--- src/rtl/in_port_fifo.sv ---
`default_nettype none
// ============================================================================
//  Module   : in_port_fifo
//  Purpose  : Buffered input-port feeder for the Mini SRC CPU. A producer
//             pushes words through a valid/ready handshake; the oldest
//             buffered word is presented on in_port_sim and each CPU `in`
//             access (rising edge of in_strobe) retires one word.
//  Revision : 1.0 - initial release
// ----------------------------------------------------------------------------
//  Parameters
//    DEPTH          FIFO entries (power of two, >= 2)
//    WIDTH          data width (matches CPU input port)
//  Ports
//    Clock          in   system clock, rising edge
//    Reset_n        in   asynchronous active-low reset
//    wr_data        in   producer word
//    wr_valid       in   producer offers wr_data
//    wr_ready       out  block accepts a word (== !full)
//    in_strobe      in   CPU input-port enable, may span several cycles
//    in_port_sim    out  word presented to the CPU
//    empty          out  no buffered words
//    full           out  count == DEPTH
//    count          out  buffered word count
//    underflow      out  sticky flag: access made while empty
//    underflow_clr  in   synchronous clear of underflow
//  Build option
//    INPORT_UNDERFLOW_EN  when defined, the sticky underflow flag exists;
//                         otherwise underflow is tied to 0.
// ============================================================================
module in_port_fifo #(
  parameter int DEPTH = 4,
  parameter int WIDTH = 32
) (
  input  logic                       Clock,
  input  logic                       Reset_n,
  input  logic [WIDTH-1:0]           wr_data,
  input  logic                       wr_valid,
  output logic                       wr_ready,
  input  logic                       in_strobe,
  output logic [WIDTH-1:0]           in_port_sim,
  output logic                       empty,
  output logic                       full,
  output logic [$clog2(DEPTH):0]     count,
  output logic                       underflow,
  input  logic                       underflow_clr
);

  localparam int AW = $clog2(DEPTH);
  localparam int CW = AW + 1;
  localparam logic [CW-1:0] c_full_count = CW'(DEPTH);

  // Storage and state
  logic [WIDTH-1:0] mem_q [DEPTH];
  logic [AW-1:0]    wr_ptr_q, wr_ptr_d;
  logic [AW-1:0]    rd_ptr_q, rd_ptr_d;
  logic [CW-1:0]    count_q, count_d;
  logic             strobe_q, strobe_d;
  logic [WIDTH-1:0] last_word_q, last_word_d;

  logic w_empty;
  logic w_full;
  logic w_push;
  logic w_access;
  logic w_pop;

  // Status decoded purely from registers so nothing combinational reaches
  // the outputs from wr_valid or in_strobe.
  assign w_empty = (count_q == '0);
  assign w_full  = (count_q == c_full_count);

  assign w_push   = wr_valid && !w_full;
  // Only the first cycle of a strobe pulse counts as an access.
  assign w_access = in_strobe && !strobe_q;
  assign w_pop    = w_access && !w_empty;

  always_comb begin
    wr_ptr_d    = wr_ptr_q;
    rd_ptr_d    = rd_ptr_q;
    count_d     = count_q;
    strobe_d    = in_strobe;
    last_word_d = last_word_q;

    if (w_push) begin
      wr_ptr_d = wr_ptr_q + AW'(1);
    end

    if (w_pop) begin
      rd_ptr_d    = rd_ptr_q + AW'(1);
      // Remember the retired word so a drained FIFO keeps presenting it.
      last_word_d = mem_q[rd_ptr_q];
    end

    case ({w_push, w_pop})
      2'b10:   count_d = count_q + CW'(1);
      2'b01:   count_d = count_q - CW'(1);
      default: count_d = count_q;
    endcase
  end

  always_ff @(posedge Clock or negedge Reset_n) begin
    if (!Reset_n) begin
      wr_ptr_q    <= '0;
      rd_ptr_q    <= '0;
      count_q     <= '0;
      strobe_q    <= 1'b0;
      last_word_q <= '0;
    end else begin
      wr_ptr_q    <= wr_ptr_d;
      rd_ptr_q    <= rd_ptr_d;
      count_q     <= count_d;
      strobe_q    <= strobe_d;
      last_word_q <= last_word_d;
    end
  end

  // Memory array carries no reset: stale entries are never visible because
  // in_port_sim falls back to last_word whenever the FIFO is empty.
  always_ff @(posedge Clock) begin
    if (w_push) begin
      mem_q[wr_ptr_q] <= wr_data;
    end
  end

`ifdef INPORT_UNDERFLOW_EN
  logic underflow_q, underflow_d;

  // Set wins over a simultaneous clear.
  always_comb begin
    underflow_d = underflow_q;
    if (underflow_clr) begin
      underflow_d = 1'b0;
    end
    if (w_access && w_empty) begin
      underflow_d = 1'b1;
    end
  end

  always_ff @(posedge Clock or negedge Reset_n) begin
    if (!Reset_n) begin
      underflow_q <= 1'b0;
    end else begin
      underflow_q <= underflow_d;
    end
  end

  assign underflow = underflow_q;
`else
  // Clear input has no effect when the flag is not built.
  logic unused_underflow_clr;
  assign unused_underflow_clr = underflow_clr;
  assign underflow = 1'b0;
`endif

  assign wr_ready    = !w_full;
  assign empty       = w_empty;
  assign full        = w_full;
  assign count       = count_q;
  assign in_port_sim = w_empty ? last_word_q : mem_q[rd_ptr_q];

endmodule
`default_nettype wire

--- config.mk ---
export PLATFORM = sky130hd
export DESIGN_NAME = in_port_fifo
export DESIGN_NICKNAME = d
export VERILOG_FILES = /design/src/rtl/in_port_fifo.sv
export SDC_FILE = /design/constraint.sdc
export NUM_CORES = 1
export LEC_CHECK = 0
export BUFFER_PORTS_ARGS = -buffer_cell sky130_fd_sc_hd__buf_4
export CAP_MARGIN = 20
export CORE_AREA = 2 2 128 99
export CTS_CLUSTER_SIZE = 25
export DETAILED_ROUTE_END_ITERATION = 10
export DIE_AREA = 0 0 130 101
export MAX_ROUTING_LAYER = met4
export PLACE_DENSITY = 0.77
export SLEW_MARGIN = 40
export SYNTH_ARGS = -nofsm -noshare
export SYNTH_HDL_FRONTEND = slang
export SYNTH_SLANG_ARGS = --single-unit
export TNS_END_PERCENT = 50
--- constraint.sdc ---
create_clock -name Clock -period 3.3 [get_ports Clock]
set_clock_uncertainty 0.15 [all_clocks]
set_input_delay 0.66 -clock Clock [delete_from_list [all_inputs] [get_ports Clock]]
set_output_delay 0.66 -clock Clock [all_outputs]
set_load 0.005 [all_outputs]
# Word-level counts from Yosys, hierarchy flattened

Memory sizes are Yosys's and may differ from the RTL's.
Index checks and enable logic that the tools add are counted.

Register bits after elaboration: 40
Bits in latches: 0
Bits in writable memories: 128
ROM bits: 0
Input bits: 37
Output and inout bits: 39
Word-level logic and storage cells: 25
Memories kept: 1

$add $sub $neg: 4
Multiply operators: 0
Divide/modulo/power cells: 0
Magnitude comparators: 0
Equal/unequal tests: 3
Shifts and indexed selects: 0
Mux-type cells: 4
Bitwise logic cells: 0
Reductions and logical operators: 8

Memory list:

| name  | words | width | read ports | clocked after memory_dff | write ports | RTL line | text |
|---|---|---|---|---|---|---|---|
| mem_q | 4     | 32    | 1          | 0                        | 1           | 53       | `logic [WIDTH-1:0] mem_q [DEPTH];` |

Operators with widths:

| operator                                             | count |
|---|---|
| two-way mux 32 bit                                   | 1 |
| one-hot mux 3 bit (2 select lines)                   | 1 |
| adder 2 x 1 -> 2 bit (second input constant)         | 2 |
| adder 3 x 1 -> 3 bit (second input constant)         | 1 |
| equality test 3 bit (second input constant)          | 1 |
| logical AND 1 bit                                    | 3 |
| zero test 1 bit                                      | 3 |
| zero test 3 bit                                      | 1 |
| subtractor 3 x 1 -> 3 bit (second input constant)    | 1 |
| equality test 2 x 1 -> 1 bit (second input constant) | 1 |
| equality test 2 bit (second input constant)          | 1 |
| two-way mux 1 bit                                    | 2 |
| nonzero test 2 bit                                   | 1 |

# Depth between registers and ports, before layout

Gate-level depths: netlist of run 1.

Word-level depth: 5
Depth in mapped cells: 11
Depth with buffers taken out: 11

# Worst setup path before layout of run 1

No wires, ideal clock.

Path kind: reg-to-reg
From: register count_q[0], in the netlist count[0]
To: memory mem_q[0][0], enable pin
Setup time: 0.392 ns
Arrival: 1.871 ns
Data required time: 2.758 ns
Path slack: 0.887 ns
Cell stages (with the launch flop): 6
Buffers on the path: 0
Clock period less this slack: 2.413 ns
Path through: dfrtp_1 inv_1 nand3_1 inv_1 nor2b_1 and2_1

Longest elaborated chain between the ends: 5

RTL lines:

| item                                    | RTL line | text |
|---|---|---|
| start: declaration                      | 56       | `logic [CW-1:0] count_q, count_d;` |
| start signal: assignment                | 110      | `count_q <= count_d;` |
| equality test 3 bit                     | 69       | `assign w_full = (count_q == c_full_count);` |
| zero test 1 bit                         | -        |  |
| net wr_ready                            | 38       | `output logic wr_ready,` |
| logical AND 1 bit                       | 71       | `assign w_push = wr_valid && !w_full;` |
| two-way mux 1 bit                       | 119      | `if (w_push) begin` |
| two-way mux 1 bit (not written as such) | 120      | `mem_q[wr_ptr_q] <= wr_data;` |
| end: declaration                        | 53       |  |

The timed path passes the listed nets, and every way through them passes these cells.

# Worst setup path after layout of run 1

From: register rd_ptr_q[0]
To: output port in_port_sim[0]

Longest elaborated chain between the ends: 2

RTL lines:

| item                     | RTL line | text |
|---|---|---|
| start: declaration       | 55       | `logic [AW-1:0] rd_ptr_q, rd_ptr_d;` |
| start signal: assignment | 109      | `rd_ptr_q <= rd_ptr_d;` |
| memory (4 x 32 bit)      | -        |  |
| two-way mux 32 bit       | 158      | `assign in_port_sim = w_empty ? last_word_q : mem_q[rd_ptr_q];` |
| end: declaration         | 40       | `output logic [WIDTH-1:0] in_port_sim,` |

Every way passes these cells.

==> impl_metrics.csv, run 1 <==
group,metric,value,unit
run_status,outcome,"finished, final reports clean",
power,p_per_area,961,nW/um2
global_routing,antenna_found_initial,0,
power,intPower,5.60,mW
place,postPlaceCellArea,7480,um2
synth,ys_seq_area_share,72.4,%
drt,drtIter0Drc,174,
critical_path,r2r-end,"mem_q[2][21]",
critical_path,r2r_start,"count[0]",
global_routing,grt_overflow,0,
finish,nNetsFinal,445,
power,pwr-share-comb,33.2,%
finish,multi_input_comb_area,1710,um2
floorplanning,die_h,101,um
synth,synth_cells,311,
clock_network,cts.sinks,168,
synth,synthXorXnorAreaFrac,0.785,%
synth,post-synth-top-area-cell,"edfxtp_1",
power,p_seq_share,41.0,%
clock_network,cts_setup_buffers,0,
synth,synth_top_area_share,57.4,%
timing,setup_ws,0.151,ns
synth,synth.avg_cell_area,21.5,um2
timing,slew_violations,0,
power,p_sw,2.17,mW
synth,synth_common_cells,"128 x edfxtp_1, 62 x mux2_2, 40 x dfrtp_1",
synth,synthAdderAreaFrac,1.23,%
timing,fin_hold_ws,0.0927,ns
place,gp_congestion,0.706,
critical_path,required,2.49,ns
timing,hold_viol_final,0,
synth,ys.flop_type,"edfxtp_1",
timing,relSlewSlack,61.2,%
drt,antenna_left,0,
global_routing,grt_max_degree,41,
finish,seq_area,4850,um2
critical_path,path_class,"reg -> out",
floorplanning,start_util,56.0,%
synth,synth-compound-area-share,0,%
floorplanning,rows,35,
timing,period_share,95.4,%
job,drv_cap,0,
clock_network,cts_tree,"yes",
drt,first_pass_iters,6,
timing,setup_viol,0,
drt,vias,3207,
critical_path,critPathLaunch,"rd_ptr_q[0]",
finish,n_fill_cell,790,
synth,synth_most_common_cell,"edfxtp_1",
finish,area_growth,20.8,%
synth,synthTopCellsByArea,"edfxtp_1 57%, dfrtp_1 15%, mux2_2 10%, mux4_2 10%, buf_6 1.2%",
synth,synth.mux.area_fraction,22.1,%
timing,timing.setup.tns,0,ns
clock_network,clockBufferDepth,2,
place,numPortBuffers,73,
critical_path,worstSetupEndpointType,"primary output",
power,finalPower,7.77,mW
power,clockPowerShare,25.8,%
clock_network,cts-resized-gates,0,
drt,wire_per_inst,20.9,um
synth,synth_seq_cells,168,
synth,synth-async-reset-ratio,23.8,%
global_routing,grt_pass1_wl,18.7,mm
floorplanning,dieArea,13100,um2
clock_network,insertion_delay,0.42,ns
synth,synth_cell_types,24,
critical_path,crit_arrival,2.34,ns
worst_hold_path,hp-class,"in -> async",
critical_path,crit_end,"in_port_sim[0]",
clock_network,cts.root.buffer_cell,"clkbuf_16",
place,dp_slack,0.542,ns
synth,synth_top_family_by_area,"multiplexers",
finish,drive_above_1_share,53.3,%
critical_path,cp-start-kind,"flop",
floorplanning,io_pins,76,
synth,synth-edff-count,128,
timing,period_minus_slack,3.15,ns
clock_network,cts_buffers,17,
synth,ys.warnings.count,0,
drt,drc,0,
clock_network,path_clk_slew,0.07,ns
clock_network,ctsHtreeMaxLevel,4,
critical_path,r2r.worst_path.cells,6,
timing,fmax,318,MHz
finish,finish.instance_area,8090,um2
global_routing,first_global_vias,3404,
power,p_leak,2.97,nW
synth,synthesis.nets,354,
drt,routed_wl,12.1,mm
power,swShare,28.0,%
floorplanning,fp.dieW,130,um
critical_path,reg2reg_slack,0.75,ns
clock_network,cts_hold_buf,0,
timing,rsz0062_at_grt,"no",
finish,antennaDiodeCount,0,
place,place.detailed.hpwl,7.54,mm
power,ir_drop,0.617,mV
global_routing,grtUsageTotal,20.6,%
timing,worst_pin_slew,0.582,ns
critical_path,path_max_fanout,14,
synth,synthSimpleGateAreaFrac,1.27,%
drt,viasPerCell,5.52,
synth,netlist_area,6690,um2
floorplanning,coreArea,12000,um2
stage by stage:
| step | std cells | utilization [%] |
|---|---|---|
| finish | 581 | 67.6 |
| CTS | 581 | 67.6 |
| global placement | 549 | 62.6 |
| detailed placement | 549 | 62.6 |
| floorplan | 311 | - |
| global route | 581 | 67.6 |
worst min path at each step:
stage | to | slack [ns] | depth (start not counted)
after floorplan | count[0] | 0.21 | 0
after global placement | last_word_q[5] | 0.33 | 1
after detailed placement | last_word_q[22] | 0.34 | 1
after CTS | last_word_q[12] | 0.10 | 1
after global routing | last_word_q[12] | 0.13 | 1
final | last_word_q[12] | 0.09 | 1
flip-flops by register name, summed over array words and instances (netlist names):
name	count
rd_ptr_q	2
last_word_q	32
wr_ptr_q	2
count	3
strobe_q	1
mem_q	128
routing by layer:
| layer | up-vias | wire [um] | global-route usage (%) |
|---|---|---|---|
| li1 | 1420 | - | - |
| met1 | 1690 | 5280 | 26.6 |
| met2 | 86 | 6140 | 33.2 |
| met3 | 11 | 584 | 5.15 |
| met4 | 0 | 140 | 5.71 |
| met5 | - | 0 | - |
kinds of logic after synthesis:
family,Yosys count
muxes,98
DFF,168
adders and majority gates,6
and+or+nand+nor,10
buffers and inverters,22
xor gates and xnor gates,6
other,1
cell usage in the layout (no fill, tap or decap):
cell type / count
fa_1: 1
nor2_1: 1
clkinvlp_4: 3
ha_1: 5
nor2b_1: 1
dfrtp_2: 2
edfxtp_1: 128
mux2i_1: 1
xnor2_1: 2
inv_1: 7
nor3b_4: 1
clkinv_4: 4
bufinv_16: 3
clkbuf_1: 1
buf_4: 84
mux4_2: 30
conb_1: 1
and2_2: 4
clkbuf_16: 17
dfrtp_1: 38
nor4bb_1: 1
inv_6: 2
xor2_1: 4
buf_12: 3
mux2_2: 62
mux2_4: 3
clkinv_2: 2
nand3_1: 1
nor3_4: 1
mux4_1: 2
critical path, cell delays in order, from the launching register on:
cell,delay [ns]
dfrtp_2,0.67
buf_4,0.29
mux4_2,0.55
mux2_2,0.28
buf_4,0.13
layout make-up:
cell class | instances | share of cell area (%)
Clock inverter | 14 | 2.17
Tap cell | 166 | 2.57
Sequential cell | 168 | 59.9
Timing Repair Buffer | 87 | 8.54
Inverter | 7 | 0.325
Multi-Input combinational cell | 121 | 21.2
Clock buffer | 18 | 5.31
power by group through the flow:
stage	Combinational [mW]	Sequential [mW]	Clock [mW]
floorplan	1.68	3.07	0
global placement	2.54	3.18	0
detailed placement	2.61	3.23	0
CTS	2.63	3.20	2.03
global route	2.80	3.25	2.12
finish	2.58	3.19	2.00
(Power assumes the default switching activity.)
==> inputs of run 2 (changes only) <==
--- a/config.mk
+++ b/config.mk
@@ -7,12 +7,13 @@
 export LEC_CHECK = 0
 export BUFFER_PORTS_ARGS = -buffer_cell sky130_fd_sc_hd__buf_4
 export CAP_MARGIN = 20
-export CORE_AREA = 2 2 128 99
+export CORE_AREA = 2 2 125 97
+export CTS_BUF_LIST = sky130_fd_sc_hd__clkbuf_4
 export CTS_CLUSTER_SIZE = 25
 export DETAILED_ROUTE_END_ITERATION = 10
-export DIE_AREA = 0 0 130 101
+export DIE_AREA = 0 0 127 99
 export MAX_ROUTING_LAYER = met4
-export PLACE_DENSITY = 0.77
+export PLACE_DENSITY = 0.81
 export SLEW_MARGIN = 40
 export SYNTH_ARGS = -nofsm -noshare
 export SYNTH_HDL_FRONTEND = slang
==> run 2 against run 1 <==
Against the previous run: first-iteration DRC count rose by 5.2%; worst hold slack improved by 0.017 ns; count of clock-buffer cells in the layout did not move; design area fell by 4.2%; critical endpoint is now in_port_sim[20].
==> impl_metrics.csv, run 2 (synthesis results as in run 1) <==
group,metric,value,unit
clock_network,clockBufferDepth,2,
critical_path,crit_chain,"nor3_4 -> buf_4 -> mux2_2 -> buf_4",
clock_network,path_clk_slew,0.13,ns
floorplanning,coreArea,11300,um2
finish,antennaDiodeCount,0,
floorplanning,die_h,99,um
timing,rsz0062_at_grt,"no",
timing,period_minus_slack,3.08,ns
critical_path,path_class,"reg -> out",
global_routing,grt_overflow,0,
worst_hold_path,hp-class,"in -> reg",
clock_network,ctsHtreeMaxLevel,4,
power,p_leak,2.83,nW
floorplanning,rows,34,
critical_path,crit_path_frequent_cell,"buf_4",
critical_path,reg2reg_slack,0.85,ns
finish,final_cell_mix,"128 x edfxtp_1, 80 x buf_4, 62 x mux2_2",
place,gp_congestion,0.700,
finish,nNetsFinal,444,
clock_network,cts.sinks,168,
timing,hold_viol_final,0,
critical_path,max_stage_delay,0.48,ns
power,p_per_area,886,nW/um2
timing,period_share,93.3,%
drt,first_pass_iters,4,
floorplanning,fp.dieW,127,um
finish,largest_register_ffs,128,
timing,setup_viol,0,
timing,slew_violations,0,
critical_path,worst-path-buf-inv,2,
clock_network,cts_tree,"yes",
critical_path,slowest_stage,"dfrtp_1",
global_routing,grt_max_degree,41,
global_routing,grt_pass1_wl,18.4,mm
drt,vias,3185,
drt,drc,0,
critical_path,crit_family,"buffers and inverters",
finish,area_growth,15.7,%
run_status,outcome,"finished, final reports clean",
finish,regMostFlops,"mem_q",
drt,wire_per_inst,20.7,um
place,numPortBuffers,73,
drt,antenna_left,0,
job,drv_cap,0,
finish,finish.instance_area,7750,um2
drt,drtIter0Drc,183,
critical_path,crit_arrival,2.27,ns
floorplanning,dieArea,12600,um2
drt,viasPerCell,5.71,
worst_hold_path,whs_endpoint,"strobe_q",
timing,relSlewSlack,60.2,%
critical_path,r2r.worst_path.cells,9,
finish,drive_above_1_share,52.2,%
critical_path,r2r-end,"count[2]",
finish,layout_commonest_cell,"edfxtp_1",
timing,timing.setup.tns,0,ns
place,place.detailed.hpwl,7.09,mm
timing,fin_hold_ws,0.109,ns
critical_path,r2r_start,"count[0]",
drt,routed_wl,11.6,mm
power,ir_drop,0.487,mV
clock_network,cts_buffers,17,
timing,fmax,325,MHz
worst_hold_path,hold_depth,1,
critical_path,cp-start-kind,"flop",
power,finalPower,6.86,mW
critical_path,path_max_fanout,35,
clock_network,insertion_delay,0.53,ns
critical_path,worstSetupEndpointType,"primary output",
worst_hold_path,hp-start,"in_strobe",
global_routing,antenna_found_initial,0,
global_routing,grtUsageTotal,20.8,%
global_routing,first_global_vias,3388,
floorplanning,start_util,59.2,%
clock_network,cts.root.buffer_cell,"clkbuf_4",
finish,n_fill_cell,731,
place,postPlaceCellArea,7430,um2
timing,worst_pin_slew,0.597,ns
floorplanning,io_pins,76,
critical_path,required,2.49,ns
[run 2: timing repair]
item                       CTS  global route
hold buffers                 1             0
buffers inserted             0             4
resized for setup            0             1
setup endpoints to repair    0            13
hold endpoints to repair    40             0
[run 2: power by group]
group	internal [mW]	total (mW)	switching (mW)	leakage [nW]
clock	0.448	1.11	0.659	0.142
combinational	1.53	2.57	1.03	1.05
sequential	2.88	3.19	0.310	1.64
total	4.86	6.86	2.00	2.83
[run 2: area by class of cell]
type	instances	area [um2]	share of cell area (%)
Sequential cell	168	4850	62.6
Clock inverter	14	131	1.70
Timing Repair Buffer	86	711	9.17
Multi-Input combinational cell	121	1710	22.1
Tap cell	144	180	2.33
Clock buffer	18	135	1.74
Inverter	7	26.3	0.339
[run 2: worst max-delay path by stage]
stage / end / from / depth (start not counted)
after floorplan: mem_q[0][0] / count[0] / 5
after global placement: in_port_sim[29] / rd_ptr_q[0] / 4
after detailed placement: in_port_sim[29] / rd_ptr_q[0] / 4
after CTS: in_port_sim[29] / rd_ptr_q[0] / 4
after global routing: in_port_sim[16] / count[0] / 4
final: in_port_sim[20] / count[0] / 4
[run 2: layer usage]
| metal | track usage [%] | routed length (um) |
|---|---|---|
| met4 | 5.83 | 68 |
| met3 | 5.65 | 504 |
| met5 | - | 0 |
| met2 | 33.7 | 5850 |
| met1 | 26.3 | 5130 |
[run 2: metrics by stage]
stage | instances | util, % | worst slack (ns)
5_1_grt | 558 | 68.5 | 0.0959
3_3_place_gp | 521 | 65.7 | 0.662
2_1_floorplan | 311 | - | 0.887
3_5_place_dp | 521 | 65.7 | 0.611
4_1_cts | 554 | 68.1 | 0.00352
6_report | 558 | 68.5 | 0.222
